**src/rtl/bm_concat_byte_serializer.sv**
```systemverilog
// Byte serializer for concatenated words: accepts one BITS-wide word over valid/ready
// and emits it MSB byte first on a back-pressured byte stream, counting completed words.
module bm_concat_byte_serializer #(
    parameter int BITS  = 32,
    parameter int CNT_W = 16
) (
    input  logic             clock,
    input  logic             reset_n,
    input  logic [BITS-1:0]  in_data,
    input  logic             in_valid,
    output logic             in_ready,
    output logic [7:0]       out_byte,
    output logic             out_valid,
    input  logic             out_ready,
    output logic             out_last,
    output logic [CNT_W-1:0] word_count
);
    localparam int NB = BITS / 8;
    localparam int CW = (NB > 1) ? $clog2(NB) : 1;

    // state | meaning
    // IDLE  | no word held, ready to accept
    // SEND  | presenting byte r_sr[BITS-1 -: 8], r_cnt bytes remain after it
    typedef enum logic {
        IDLE = 1'b0,
        SEND = 1'b1
    } state_t;

    state_t           r_state;
    logic [BITS-1:0]  r_sr;
    logic [CW-1:0]    r_cnt;
    logic [CNT_W-1:0] r_word_count;

    logic w_last_byte;
    logic w_accept;
    logic w_emit;

    assign w_last_byte = (r_cnt == '0);
    assign out_valid   = (r_state == SEND);
    assign out_byte    = r_sr[BITS-1 -: 8];
    assign out_last    = out_valid && w_last_byte;
    // Accepting during the final emit lets the next word follow with no bubble.
    assign in_ready    = (r_state == IDLE) || (out_last && out_ready);
    assign w_accept    = in_valid && in_ready;
    assign w_emit      = out_valid && out_ready;
    assign word_count  = r_word_count;

    always_ff @(posedge clock or negedge reset_n) begin
        if (!reset_n) begin
            r_state      <= IDLE;
            r_sr         <= '0;
            r_cnt        <= '0;
            r_word_count <= '0;
        end else begin
            case (r_state)
                IDLE: begin
                    if (w_accept) begin
                        r_sr    <= in_data;
                        r_cnt   <= CW'(NB - 1);
                        r_state <= SEND;
                    end
                end
                SEND: begin
                    if (w_emit) begin
                        if (!w_last_byte) begin
                            r_sr  <= r_sr << 8;
                            r_cnt <= r_cnt - 1'b1;
                        end else begin
                            r_word_count <= r_word_count + 1'b1;
                            if (w_accept) begin
                                r_sr    <= in_data;
                                r_cnt   <= CW'(NB - 1);
                                r_state <= SEND;
                            end else begin
                                r_state <= IDLE;
                            end
                        end
                    end
                end
                default: r_state <= IDLE;
            endcase
        end
    end

endmodule

```
**config.mk**
```make
export PLATFORM = sky130hd
export DESIGN_NAME = bm_concat_byte_serializer
export DESIGN_NICKNAME = d
export VERILOG_FILES = /design/src/rtl/bm_concat_byte_serializer.sv
export SDC_FILE = /design/constraint.sdc
export NUM_CORES = 1
export LEC_CHECK = 0
export CORE_UTILIZATION = 44
export CTS_CLUSTER_SIZE = 40
export DETAILED_ROUTE_END_ITERATION = 8
export PLACE_DENSITY = 0.81
export SLEW_MARGIN = 15
export SYNTH_ARGS = -nofsm -noshare
export SYNTH_HDL_FRONTEND = slang
export SYNTH_SLANG_ARGS = --single-unit
```
**constraint.sdc**
```tcl
create_clock -name clock -period 1.85 [get_ports clock]
set_input_delay 0.2775 -clock clock [delete_from_list [all_inputs] [get_ports clock]]
set_output_delay 0.2775 -clock clock [all_outputs]
set_load 0.01 [all_outputs]
```
Yosys cells after proc, flatten, opt, wreduce, memory -nomap -nowiden
Cells that the tools add are included.
{"block": "totals", "output_inout_bits": 27, "ff_bits": 51}
{"block": "op_classes", "bitwise": 1, "reduce_logical": 7, "add_sub_neg": 2, "n_eq_ne": 1, "n_mux": 12}
{"operator": "two-way mux 32 bit", "count": 3}
{"operator": "one-hot mux 32 bit (2 select lines)", "count": 1}
{"operator": "adder 16 x 1 -> 16 bit, second input constant", "count": 1}
{"operator": "two-way mux 2 bit", "count": 3}
{"operator": "logical AND 1 bit", "count": 4}
{"operator": "one-hot mux 2 bit (2 select lines)", "count": 1}
{"operator": "two-way mux 1 bit", "count": 3}
{"operator": "AND reduction 3 bit", "count": 1}
{"operator": "zero test 2 bit", "count": 1}
{"operator": "inequality test 2 x 1 -> 1 bit, second input constant", "count": 1}
{"operator": "one-hot mux 1 bit (2 select lines)", "count": 1}
{"operator": "subtractor 2 x 1 -> 2 bit, second input constant", "count": 1}
{"operator": "logical OR 1 bit", "count": 1}
{"operator": "inverter 1 bit", "count": 1}

Logic depth before layout (Yosys ltp)
Gate-level depths: netlist of the first run.
{"block": "logic_depth", "ltp_word": 9, "depth_mapped": 7}

Worst setup path after synthesis of the first run
No wires, ideal clock.
{"block": "synth_timing", "path_kind": "reg2reg", "from": "reg r_state, in the netlist out_valid", "to": "reg r_word_count[6], in the netlist word_count[6]", "stages_incl_launch_ff": 7, "required_ns": 1.724, "setup_ns": 0.126, "slack_ns": 0.353, "arrival_time_ns": 1.372, "synth_period_minus_slack_ns": 1.497, "cell_sequence": "dfrtp_1 > clkbuf_2 > and4bb_2 > and3_1 > buf_4 > nand4_1 > xnor2_1"}
{"block": "synth_between", "elab_chain_cells": 2}
{"item": "start, declared", "line": "29", "source": "state_t r_state;"}
{"item": "start signal, assigned", "line": "50", "source": "r_state <= IDLE;"}
{"item": "start signal, assigned", "line": "60", "source": "r_state <= SEND;"}
{"item": "start signal, assigned", "line": "73", "source": "r_state <= SEND;"}
{"item": "logical AND 1 bit", "line": "45", "source": "assign w_emit = out_valid && out_ready;"}
{"item": "AND reduction 3 bit (no line) *"}
{"item": "end signal, assigned", "line": "69", "source": "r_word_count <= r_word_count + 1'b1;"}
{"item": "end, declared", "line": "32", "source": "logic [CNT_W-1:0] r_word_count;"}
Mark *: on every way between the ends. The rest lies on a longest branch, timed or not.
A chain may end at the register's enable or synchronous reset.

Final worst setup path of the first run
{"block": "layout_timing", "from": "reg r_state, in the netlist out_valid", "to": "out in_ready"}
{"block": "layout_between", "elab_chain_cells": 3, "elab_cells_between_ends": 4, "cone_classes": "bitwise: 1; reduce/logical: 3"}
{"item": "logical AND 1 bit", "line": "41", "source": "assign out_last = out_valid && w_last_byte;"}
{"item": "logical AND 1 bit", "line": "43", "source": "assign in_ready = (r_state == IDLE) || (out_last && out_ready);"}
{"item": "logical OR 1 bit *", "line": "43"}
{"item": "end, declared", "line": "11", "source": "output logic in_ready,"}
Marks and branches as above.

==> results of run 1 <==
[cell usage in the layout (no fill, tap or decap), types with 3 or more instances in the layout]
cell type / netlist / routed
clkdlybuf4s50_1: 0 / 59
dfrtp_1: 51 / 48
a21oi_1: 32 / 32
nor2_1: 25 / 25
nand2_1: 22 / 22
o22ai_1: 22 / 22
xnor2_1: 15 / 15
buf_4: 9 / 10
nand4_1: 6 / 6
nand3_1: 6 / 6
clkbuf_8: 0 / 5
and2_1: 3 / 3
dfrtp_2: 0 / 3
buf_12: 0 / 3
[path summary, 6_finish.rpt]
path,to,cells past startpoint
max reg2reg,r_sr[17]$_DFFE_PN0P_,7
min reg2reg,word_count[9]$_DFFE_PN0P_,1
max in group asynchronous,out_valid$_DFF_PN0_,3
min,r_sr[20]$_DFFE_PN0P_,2
min in group clock,word_count[9]$_DFFE_PN0P_,1
max,in_ready,4
[state kept, by name, summed over array words and instances, names as in the netlist]
register	flops
r_sr	32
out_valid	1
word_count	16
r_cnt	2
[worst register-to-register path, stage by stage, from the launching register on]
cell and delay, ns:
dfrtp_2 0.44, buf_4 0.15, o21ai_2 0.05, buf_4 0.28, nand2_1 0.09, buf_4 0.22, o22ai_1 0.19, a21oi_1 0.09
[cell usage after synthesis (all sizes together)]
cell	n
ha	1
o22ai	22
a32oi	2
buf	16
and4bb	1
inv	2
o21a	2
xor2	2
nor2	25
and2b	1
a21oi	32
and3	1
a211oi	1
nand2	22
nand2b	2
xnor2	15
and2	3
nand3	6
and4	2
clkbuf	7
o21ai	3
mux2	1
nand4	6
dfrtp	51
nor3b	1
nor3	1
[metrics by stage]
stage | area (sq um) | setup WS [ns] | util | total power (W)
after floorplan | 2290 | 0.353 | - | 0.00291
after global placement | 2950 | 0.0340 | 0.609 | 0.00343
after detailed placement | 2950 | 0.0126 | 0.609 | 0.00349
after CTS | 3080 | 0.0136 | 0.635 | 0.00426
after global routing | 3100 | 0.101 | 0.640 | 0.00455
final | 3100 | 0.200 | 0.640 | 0.00427
[power breakdown]
group / switching, W / internal [W] / total [W] / leakage [nW]
clock network: 0.000368 / 0.000396 / 0.000764 / 0.0502
registers: 0.000293 / 0.00150 / 0.00180 / 0.620
logic: 0.000818 / 0.000891 / 0.00171 / 0.599
total: 0.00148 / 0.00279 / 0.00427 / 1.27
[cell families after synthesis]
kind of cell	synth area share
adder cells (fa/ha/maj)	0.00546
AND/OR/NAND/NOR	0.146
XOR/XNOR	0.0650
buffers and inverters	0.0656
AO/OA/AOI/OAI	0.156
flip-flops	0.557
multiplexers	0.00492
[area by class of cell]
type | instances | share of cell area
clock buffers | 5 | 0.0222
clock inverters | 2 | 0.0121
inverters | 2 | 0.00242
multi-input cells | 152 | 0.278
flip-flops and latches | 51 | 0.413
well taps | 67 | 0.0270
repair buffers | 76 | 0.246
[per-layer routing]
layer  part of all wire  GRT usage  vias to the layer above
met5                  0          0                        -
met4             0.0075     0.0641                        0
met3              0.052     0.0515                        4
met2               0.52      0.334                       45
met1               0.42      0.277                      914
li1                   -          -                      913
[repair_timing]
item / 4_1_cts / 5_1_grt
setup buffers: 1 / 3
setup endpoints to repair: 2 / 1
hold buffers: 1 / 0
hold endpoints to repair: 20 / 0
pin swaps: 0 / 0
gates resized for setup: 4 / 1
==> out/qor.csv, run 1 <==
metric;value;unit
status;completed;
clk_path_buf_depth;2;
critPathBufInv;2;
final_max_slew_viol_count;0;
synth_cell_type_count;31;
drt-pass1-iter-count;5;
overflow;0;
antenna_found_initial;0;
vias;1876;
tightest_slew;0.506;ns
pin_count;63;
path_clk_slew;0.09;ns
max_freq;0.606;GHz
nNetsFinal;325;
yosys_warnings;0;
fp.dieH;74.1;um
p_per_area;1380;mW/mm^2
synth_top_area_frac;0.557;
fill_cells;425;
final-seq-area;0.00128;sq mm
numPortBuffers;62;
synth_area;0.00229;sq mm
crit_fanout;4;
syn_to_final_growth;35.5;%
coreArea;0.00485;sq mm
grt_usage;0.207;
diodes;0;
dp_cells;343;
grt_pass1_vias;1783;
hold_viol;0;
postRouteAntennaNets;0;
route.detailed.drc;0;
relSlewSlack;0.663;
layout.cells.non_filler;355;
critical-path-max-stage-delay;0.44;ns
avgSynthCellArea;10.0;sq um
power_leakage;1.27;nW
synth.area.top_cells;dfrtp_1 (56%), a21oi_1 (7.0%), o22ai_1 (6.0%);
regToRegSetupSlack;0.22;ns
gp_routability_congestion;0.787;
synth-seq-cells;51;
cts_sinks;51;
path_class;reg -> out;
whs;0.466;ns
die-area;0.00550;sq mm
insertion_delay;0.31;ns
crit_path_end_kind;primary output;
wl_per_cell;14.7;um
multi_input_area;863;sq um
grt_max_degree;32;
peakVddDrop;0.907;mV
cts_buffers;5;
crit_family;flip-flops;
worstSetupStartpoint;out_valid$_DFF_PN0_;
crit_path_cell_trace;buf_4 > o21ai_2 > and2_1 > dlygate4sd2_1;
dieWidth;74.1;um
drt_iter0_drc;128;
worst_clock_skew;0.00506;ns
arrival;1.37;ns
viasPerCell;5.28;
cpMaxStageDelayCell;dfrtp_2;
post-route-min-period;1.65;ns
period_share;0.892;
timing.max_cap.violations;0;
required;1.57;ns
synth_cells;228;
timing.setup.tns;0;ns
num_rows;25;
hp-class;in -> async;
root_buffer;clkbuf_8;
rsz0062_at_grt;no;
cts_tree;yes;
synth_top_cell_by_area;dfrtp_1;
drt_wl_total;5220;um
syn-num-nets;265;
yosysSeqAreaShare;0.557;
grt_pass1_wl;8530;um
htree_levels;2;
start_util;0.472;
rr_startpoint;out_valid$_DFF_PN0_;
dp_hpwl;3570;um
setup_viol;0;
drive_above_1_share;0.0972;
startpoint_type;flip-flop;
Power figures use the tool's default switching activity.
==> run 2, diff against run 1 <==
--- a/config.mk
+++ b/config.mk
@@ -9,6 +9,7 @@
 export CTS_CLUSTER_SIZE = 40
 export DETAILED_ROUTE_END_ITERATION = 8
 export PLACE_DENSITY = 0.81
+export SETUP_SLACK_MARGIN = 0.1
 export SLEW_MARGIN = 15
 export SYNTH_ARGS = -nofsm -noshare
 export SYNTH_HDL_FRONTEND = slang
==> run 2 against run 1 <==
Core utilization decreased by 0.26 points. Global-route usage increased by 0.12 points. Largest cell class unchanged. Fmax decreased by 1.3%. First-iteration DRC count decreased by 3.9%. Combinational power about the same. Sequential cell count unchanged. Hold slack improved by 0.0042 ns. Sequential share of layout area increased by 0.17 points. Via count increased by 0.75%. Wire length increased by 1.6%.
==> out/qor.csv, run 2 (synthesis results as in run 1) <==
metric;value;unit;change
pin_count;63;;unchanged
syn_to_final_growth;35.0;%;
peakVddDrop;0.889;mV;-2.0%
route.detailed.drc;0;;unchanged
post-route-min-period;1.67;ns;+0.0215 ns
drt_iter0_drc;123;;-3.9%
nNetsFinal;323;;-0.62%
timing.max_cap.violations;0;;unchanged
fp.dieH;74.1;um;unchanged
start_util;0.472;;unchanged
dp_hpwl;3570;um;unchanged
hold_viol;0;;unchanged
diodes;0;;unchanged
final_max_slew_viol_count;0;;unchanged
ff2ff_path_depth;7;;unchanged
largest_reg_flops;32;;unchanged
wl_per_cell;15.0;um;+2.1%
dieWidth;74.1;um;unchanged
status;completed;;
required;1.57;ns;about the same
reg2reg_to;r_sr[9]$_DFFE_PN0P_;;
place_ws;0.0126;ns;unchanged
insertion_delay;0.31;ns;about the same
placed_cell_area;0.00295;sq mm;unchanged
crit_fanout;8;;+4
postRouteAntennaNets;0;;unchanged
setup_viol;0;;unchanged
grt_pass1_vias;1783;;unchanged
grt_pass1_wl;8560;um;+0.33%
power_leakage;1.25;nW;-1.4%
overflow;0;;unchanged
viasPerCell;5.35;;+1.3%
postLayoutCellArea;0.00309;sq mm;-0.40%
period_share;0.903;;+0.0116
cts_tree;yes;;
p_per_area;1390;mW/mm^2;+0.64%
htree_levels;2;;unchanged
drive_above_1_share;0.0944;;-0.00282
final_common_cell;clkdlybuf4s50_1;;
grt_max_degree;32;;unchanged
vias;1890;;+0.75%
path_class;reg -> out;;
layout_common_cells;clkdlybuf4s50_1 (59), dfrtp_1 (48), a21oi_1 (32);;
fin_util;0.637;;-0.00258
max_freq;0.598;GHz;-1.3%
path_clk_slew;0.09;ns;about the same
clk_path_buf_depth;2;;unchanged
gp_routability_congestion;0.787;;unchanged
layout.cells.non_filler;353;;-0.56%
cts_sinks;51;;unchanged
startpoint_type;flip-flop;;
worst_slack;0.179;ns;-0.0215 ns
timing.setup.tns;0;ns;unchanged
numPortBuffers;62;;unchanged
hp-class;in -> async;;
arrival;1.39;ns;+0.02 ns
num_rows;25;;unchanged
root_buffer;clkbuf_8;;
die-area;0.00550;sq mm;unchanged
regToRegSetupSlack;0.24;ns;+0.02 ns
tightest_slew;0.513;ns;+0.00680 ns
antenna_found_initial;0;;unchanged
crit_path_end_kind;primary output;;
coreArea;0.00485;sq mm;unchanged
cts_buffers;5;;unchanged
dp_cells;343;;unchanged
rr_startpoint;out_valid$_DFF_PN0_;;
relSlewSlack;0.658;;-0.00453
worst_clock_skew;0.00947;ns;+0.00442 ns
rsz0062_at_grt;yes;;
drt_wl_total;5300;um;+1.6%
fill_cells;420;;-1.2%
worstSetupStartpoint;out_valid$_DFF_PN0_;;
grt_usage;0.208;;+0.00117
top_register;r_sr;;
drt-pass1-iter-count;5;;unchanged
run 2: stage by stage:
step | hold WS (ns) | power, W
2_1_floorplan | -0.0181 | 0.00291
3_3_place_gp | 0.272 | 0.00343
3_5_place_dp | 0.276 | 0.00349
4_1_cts | 0.482 | 0.00426
5_1_grt | 0.505 | 0.00455
6_report | 0.470 | 0.00428
run 2: worst max-delay path, stage by stage, from the launching register on:
cell	delay, ns
dfrtp_2	0.42
buf_4	0.17
o21ai_2	0.07
and2_1	0.16
dlygate4sd2_1	0.28
run 2: per-layer routing:
layer | part of all wire | up-vias | global-route usage
met4 | 0.012 | 0 | 0.0641
met2 | 0.51 | 49 | 0.334
met3 | 0.052 | 7 | 0.0515
li1 | - | 904 | -
met5 | 0 | - | 0
met1 | 0.43 | 930 | 0.280
run 2: how the worst max path moves through the flow:
stage	endpoint	slack, ns	depth (start not counted)
global route	in_ready	0.1	4
CTS	in_ready	0.18	4
detailed placement	word_count[15]$_DFFE_PN0P_	0.01	6
floorplan	word_count[6]$_DFFE_PN0P_	0.35	6
finish	in_ready	0.18	4
global placement	in_ready	0.03	4
run 2: area by class of cell:
type                       count  area, sq um  share of cell area
clock buffer                   5         68.8              0.0223
clock inverter                 2         37.5              0.0121
inverter                       2         7.51             0.00243
multi-input combinational    152          866               0.280
sequential                    51         1280               0.414
tap                           67         83.8              0.0271
timing repair buffer          74          747               0.242
run 2: power by group:
group | switching [W] | total, W | leakage [nW] | internal [W]
clock network | 0.000370 | 0.000766 | 0.0502 | 0.000396
registers | 0.000290 | 0.00179 | 0.620 | 0.00150
logic | 0.000836 | 0.00172 | 0.582 | 0.000885
total | 0.00150 | 0.00428 | 1.25 | 0.00278
run 2: timing repair:
item	CTS	global route
endpoints found under the hold margin	20	0
gates resized for setup	5	2
setup buffers	2	0
endpoints found under the setup margin	2	8
hold buffers	1	0
==> variant 1, RTL diff (config.mk and constraints of run 1) <==
Change the parameter `BITS` from 32 to 128.
--- a/src/rtl/bm_concat_byte_serializer.sv
+++ b/src/rtl/bm_concat_byte_serializer.sv
@@ -2,5 +2,5 @@
 // and emits it MSB byte first on a back-pressured byte stream, counting completed words.
 module bm_concat_byte_serializer #(
-    parameter int BITS  = 32,
+    parameter int BITS  = 128,
     parameter int CNT_W = 16
 ) (
Ports: changed (resized in_data); port bits go from 63 to 159. No check against the original RTL was run, so the function may have changed too.
==> variant 1 against run 1 <==
- the flow now finishes with violations (setup timing)
- power rose to 3.2 times the old value
- hold slack worse by 96 ps
- wire length grew to 4.0 times the old value
- first-iteration DRC count grew to 5.0 times the old value
- sequential cell count up 98
- cell area grew to 3.2 times the old value
- worst setup slack worse by 340 ps
- register-to-register slack got worse by 360 ps
- largest cell class unchanged
- synthesized area rose to 2.9 times the old value
- core utilization is 4.3 points higher
==> variant 1: results (changes against run 1) <==
• 5831 — number of vias after detailed routing, +210%
• 33 — post-synth cell types, +6.5%
• 224 — Non-clk bufs, +190%
• 334 — #MultiIn Comb, +120%
• 20.8% — share of final-layout standard cells stronger than drive strength 1, +11 points
• 22.6 um — average wire per cell in the routed design, +54%
• sky130_fd_sc_hd__dfrtp_1 (57%), sky130_fd_sc_hd__a221o_1 (16%), sky130_fd_sc_hd__and3_1 (10%), sky130_fd_sc_hd__clkbuf_1 (2.2%), sky130_fd_sc_hd__a2bb2oi_1 (2.0%) — cell types with the largest area share after synthesis
• 0.734 mV — Peak supply drop, -19%
• -136 ps — setup ws final, -336 ps
• 44.2% — met2 usage in global routing, +11 points
• 128 — number of flip-flops in the largest register, +300%
• 0.824 — Placer Congestion, +4.7%
• 8570 um2 — Placed Area, +190%
• 1270 um — wire length on met3, +360%
• r_cnt[0]$_DFFE_PN0P_ — Reg-to-Reg Start
• 2.13% — post-synthesis share of cell area spent on xor and xnor gates, -4.4 points
• 5 — invs w/o clock, +3
• 21.0% — Compound-Gate Fraction of Synth Area, +5.4 points
• 987 — number of fillers in the final layout, +130%
• 430 ps — clock insertion delay at the later pin of the skew report, +120 ps
• 32.4% — met1 global-route usage, +4.8 points
• 28.6% — proportion of cell area occupied by multi-input gates, +0.79 points
• 928 — final non-filler cell total, +160%
• 117 — setup violators final, +117
• 8490 um — detailed-routing wirelength on met1, +280%
• 26.4% — global-route usage over all layers, +5.7 points
• 23 — total of clock buffers placed in the layout, +18
• 9 — number of cells traversed by the worst register-to-register path, +2
• finished with violations — status
• 8 — maximum fanout along the worst path, +4
• r_sr[116]$_DFFE_PN0P_ — capturing point of the worst reg2reg path
• sky130_fd_sc_hd__dfrtp_1 — slowest stage cell, crit path
• 17 — clock buffers created by TritonCTS, +12
• 369 ps — hold slack, -96.3 ps
• 60 ps — Clk pin slew, worst setup/hold paths, -30 ps
• 0.572% — area share of fa/ha/maj cells after synthesis, +0.025 points
• 529 ps — Least-Margin Pin Slew, +23.0 ps
• 5.99% — Final clock-cell share, +2.6 points
• setup timing — failing checks
• 869 — Placed Cells, +150%
• -8290 ps — setup total negative slack, -8290 ps
• 11 — Post-CTS Setup Repair Bufs, +10
• 0.171% — proportion of synthesized area in mux cells, -0.32 points
• 6.78% — global-route met3 utilization, +1.6 points
• 11.9 um2 — Post-Syn Area per Cell, +18%
[variant 1: cell count changes after synthesis, sizes merged, moves of 8 or more]
cell	change
and3	+109
a221o	+105
dfrtp	+98
clkbuf	+31
a21oi	-30
nor2	-22
o22ai	-22
a2bb2oi	+15
o21ai	+14
buf	+10
a22o	+8
[variant 1: how the worst max path moves through the flow]
stage,end,slack (ps),depth (start not counted)
CTS,r_sr[9]$_DFFE_PN0P_,-120,10
detailed placement,r_sr[70]$_DFFE_PN0P_,-100,6
global route,r_sr[86]$_DFFE_PN0P_,-170,9
global placement,out_last,-60,5
finish,r_sr[116]$_DFFE_PN0P_,-140,9
floorplan,r_sr[89]$_DFFE_PN0P_,-170,8
[variant 1: report_power, final]
group	total [mW]	switching [mW]	internal [mW]
clock network	3.51	1.33	2.18
registers	5.32	0.867	4.45
logic	4.72	1.95	2.77
==> variant 2, RTL diff (config.mk and constraints of run 1) <==
Made on the original files. Put one more register stage on the output `word_count`, with the module's reset. The value now appears one clock later. The other outputs are not delayed to match.
--- a/src/rtl/bm_concat_byte_serializer.sv
+++ b/src/rtl/bm_concat_byte_serializer.sv
@@ -44,5 +44,11 @@
     assign w_accept    = in_valid && in_ready;
     assign w_emit      = out_valid && out_ready;
-    assign word_count  = r_word_count;
+    always_ff @(posedge clock or negedge reset_n) begin
+        if (!reset_n) begin
+            word_count <= '0;
+        end else begin
+            word_count <= r_word_count;
+        end
+    end
 
     always_ff @(posedge clock or negedge reset_n) begin
Function: changed (a bounded check fails within 10 cycles, from zero or initial values and one cycle with reset_n low).
==> variant 2 against run 1 <==
- fmax fell by 7.6%
- power rose by 9.6%
- worst setup slack got worse by 140 ps
- clock skew rose by 3.4 ps
- count of clock-buffer cells in the layout rose by 7
- synthesized area rose by 16%
- cell area rose by 13%
- critical path type is now in2out
- largest power group unchanged
- critical endpoint unchanged
- sequential cell count rose by 16
- sequential share of layout area rose by 6.4 points
- wire length rose by 0.33%
==> variant 2: results (changes against run 1) <==
• complete, no violations — status
• 169 — drt initial violations, +32%
• sky130_fd_sc_hd__clkdlybuf4s50_1 — slowest stage cell, crit path
• 322 — nets@finish, -0.92%
• 68 — maximum number of pins on one net before global-route repair, +110%
• 5.26% — post-synthesis share of cell area spent on xor and xnor gates, -1.2 points
• 2 — maximum fanout along the worst path, -2
• 32 — post-synth cell types, +3.2%
• 10.4% — share of final-layout standard cells stronger than drive strength 1, +0.66 points
• 22.9% — met1 global-route usage, -4.8 points
• 260 ps — internal reg-to-reg setup slack, +40 ps
• 345 — Placed Cells, +0.58%
• 5 — number of cells traversed by the worst register-to-register path, -2
• reg2reg — type of the tightest min-delay check
• 12.1 um2 — Post-Syn Area per Cell, +21%
• sky130_fd_sc_hd__dfrtp_1 (63%), sky130_fd_sc_hd__a222oi_1 (8.6%), sky130_fd_sc_hd__xnor2_1 (3.9%), sky130_fd_sc_hd__inv_1 (3.5%), sky130_fd_sc_hd__nor2_1 (2.8%) — cell types with the largest area share after synthesis
• 9 — clock buffers created by TritonCTS, +4
• 0 — Post-CTS Setup Repair Bufs, -1
• 1931 — number of vias after detailed routing, +2.9%
• 12.9% — Compound-Gate Fraction of Synth Area, -2.7 points
• 534 ps — Least-Margin Pin Slew, +28.0 ps
• 1848 — number of global-route vias before repair, +3.6%
• 490 ps — Critical Path Max Stage Delay, +50 ps
• 1.68 nW — Leakage, +32%
• 70 ps — Clk pin slew, worst setup/hold paths, -20 ps
• 3 — number of levels in the clock H-tree, +1
• 8450 um — global-route wire length before repair, -0.89%
• 0.643 mV — Peak supply drop, -29%
• 3460 um — HPWL after detailed placement, -3.2%
• 14.5 um — average wire per cell in the routed design, -1.3%
• 3350 um2 — Placed Area, +13%
• 62.9% — part of the Yosys area used for sequential elements, +7.2 points
• 0.423% — proportion of synthesized area in mux cells, -0.069 points
• 8 — drt first pass iters, +3
• 257 — number of nets in the synthesized netlist, -3.0%
• 8.43 ps — maximum clock skew at final layout, +3.37 ps
• sky130_fd_sc_hd__dfrtp_1 (67), sky130_fd_sc_hd__inv_1 (25), sky130_fd_sc_hd__a222oi_1 (23) — most common library cells after synthesis
• 0.470% — area share of fa/ha/maj cells after synthesis, -0.077 points
• 0 — antenna violations before repair, unchanged
• 17.8% — global-route usage over all layers, -3.0 points
• 1510 ps — worst path arrival time, +140 ps
• buffers and inverters — top cell family by delay on the critical path
• 330 ps — clock insertion delay at the later pin of the skew report, +20 ps
• 27.6% — met2 usage in global routing, -5.8 points
• 0.779 — Placer Congestion, -1.0%
• r_sr[31]$_DFFE_PN0P_ — capturing point of the worst reg2reg path
==> variant 2: worst max-delay path by stage <==
stage / startpoint / endpoint
detailed placement: out_ready / r_sr[27]$_DFFE_PN0P_
finish: out_ready / in_ready
global route: out_ready / in_ready
global placement: out_ready / in_ready
CTS: out_ready / in_ready
floorplan: out_valid$_DFF_PN0_ / r_sr[14]$_DFFE_PN0P_
==> variant 2: metal layers <==
| metal | up-vias | share of wire (%) |
|---|---|---|
| met3 | 7 | 7.1 |
| met4 | 0 | 1.1 |
| met1 | 953 | 43 |
| met5 | - | 0 |
| met2 | 72 | 49 |
| li1 | 899 | - |
==> variant 2: timing repair <==
item                       4_1_cts  5_1_grt
resized for setup                3        1
pin swaps                        0        0
setup endpoints to repair        5        2
hold buffers                     1        0
hold endpoints to repair        67        0
==> variant 2: logic make-up (layout without fill, tap and decap cells) <==
family | count (synthesis) | count (layout)
DFF | 67 | 67
and+or+nand+nor | 50 | 50
buffers and inverters | 44 | 113
AOI/OAI and AO/OA | 41 | 41
xor gates and xnor gates | 16 | 16
adders and majority gates | 1 | 1
muxes | 1 | 1
==> variant 2: final cells by class <==
type,count,area [um2]
well taps,72,90.1
multi-input cells,109,762
inverters,25,93.8
repair buffers,73,736
fillers,460,2160
clock inverters,3,15.0
clock buffers,12,145
flip-flops and latches,67,1680
==> variant 2: worst register-to-register path: stages (launching register included) <==
cell                       delay [ps]
sky130_fd_sc_hd__dfrtp_2          490
sky130_fd_sc_hd__o21ai_1          190
sky130_fd_sc_hd__a22o_1           270
sky130_fd_sc_hd__buf_12           170
sky130_fd_sc_hd__a222oi_1         280
sky130_fd_sc_hd__inv_1             70
==> variant 2: power breakdown <==
part           switching [mW]  total [mW]  internal, mW
sequential              0.276        2.16          1.88
clock                   0.485       0.994         0.509
combinational           0.723        1.53         0.807
==> variant 2: metrics by stage <==
step	hold WS, ps	setup WS [ps]	setup TNS, ps
CTS	415	53.4	0
finish	411	63.7	0
detailed placement	320	-224	-5130
floorplan	-18.1	347	0
global route	420	1.60	0
global placement	319	-172	-3030
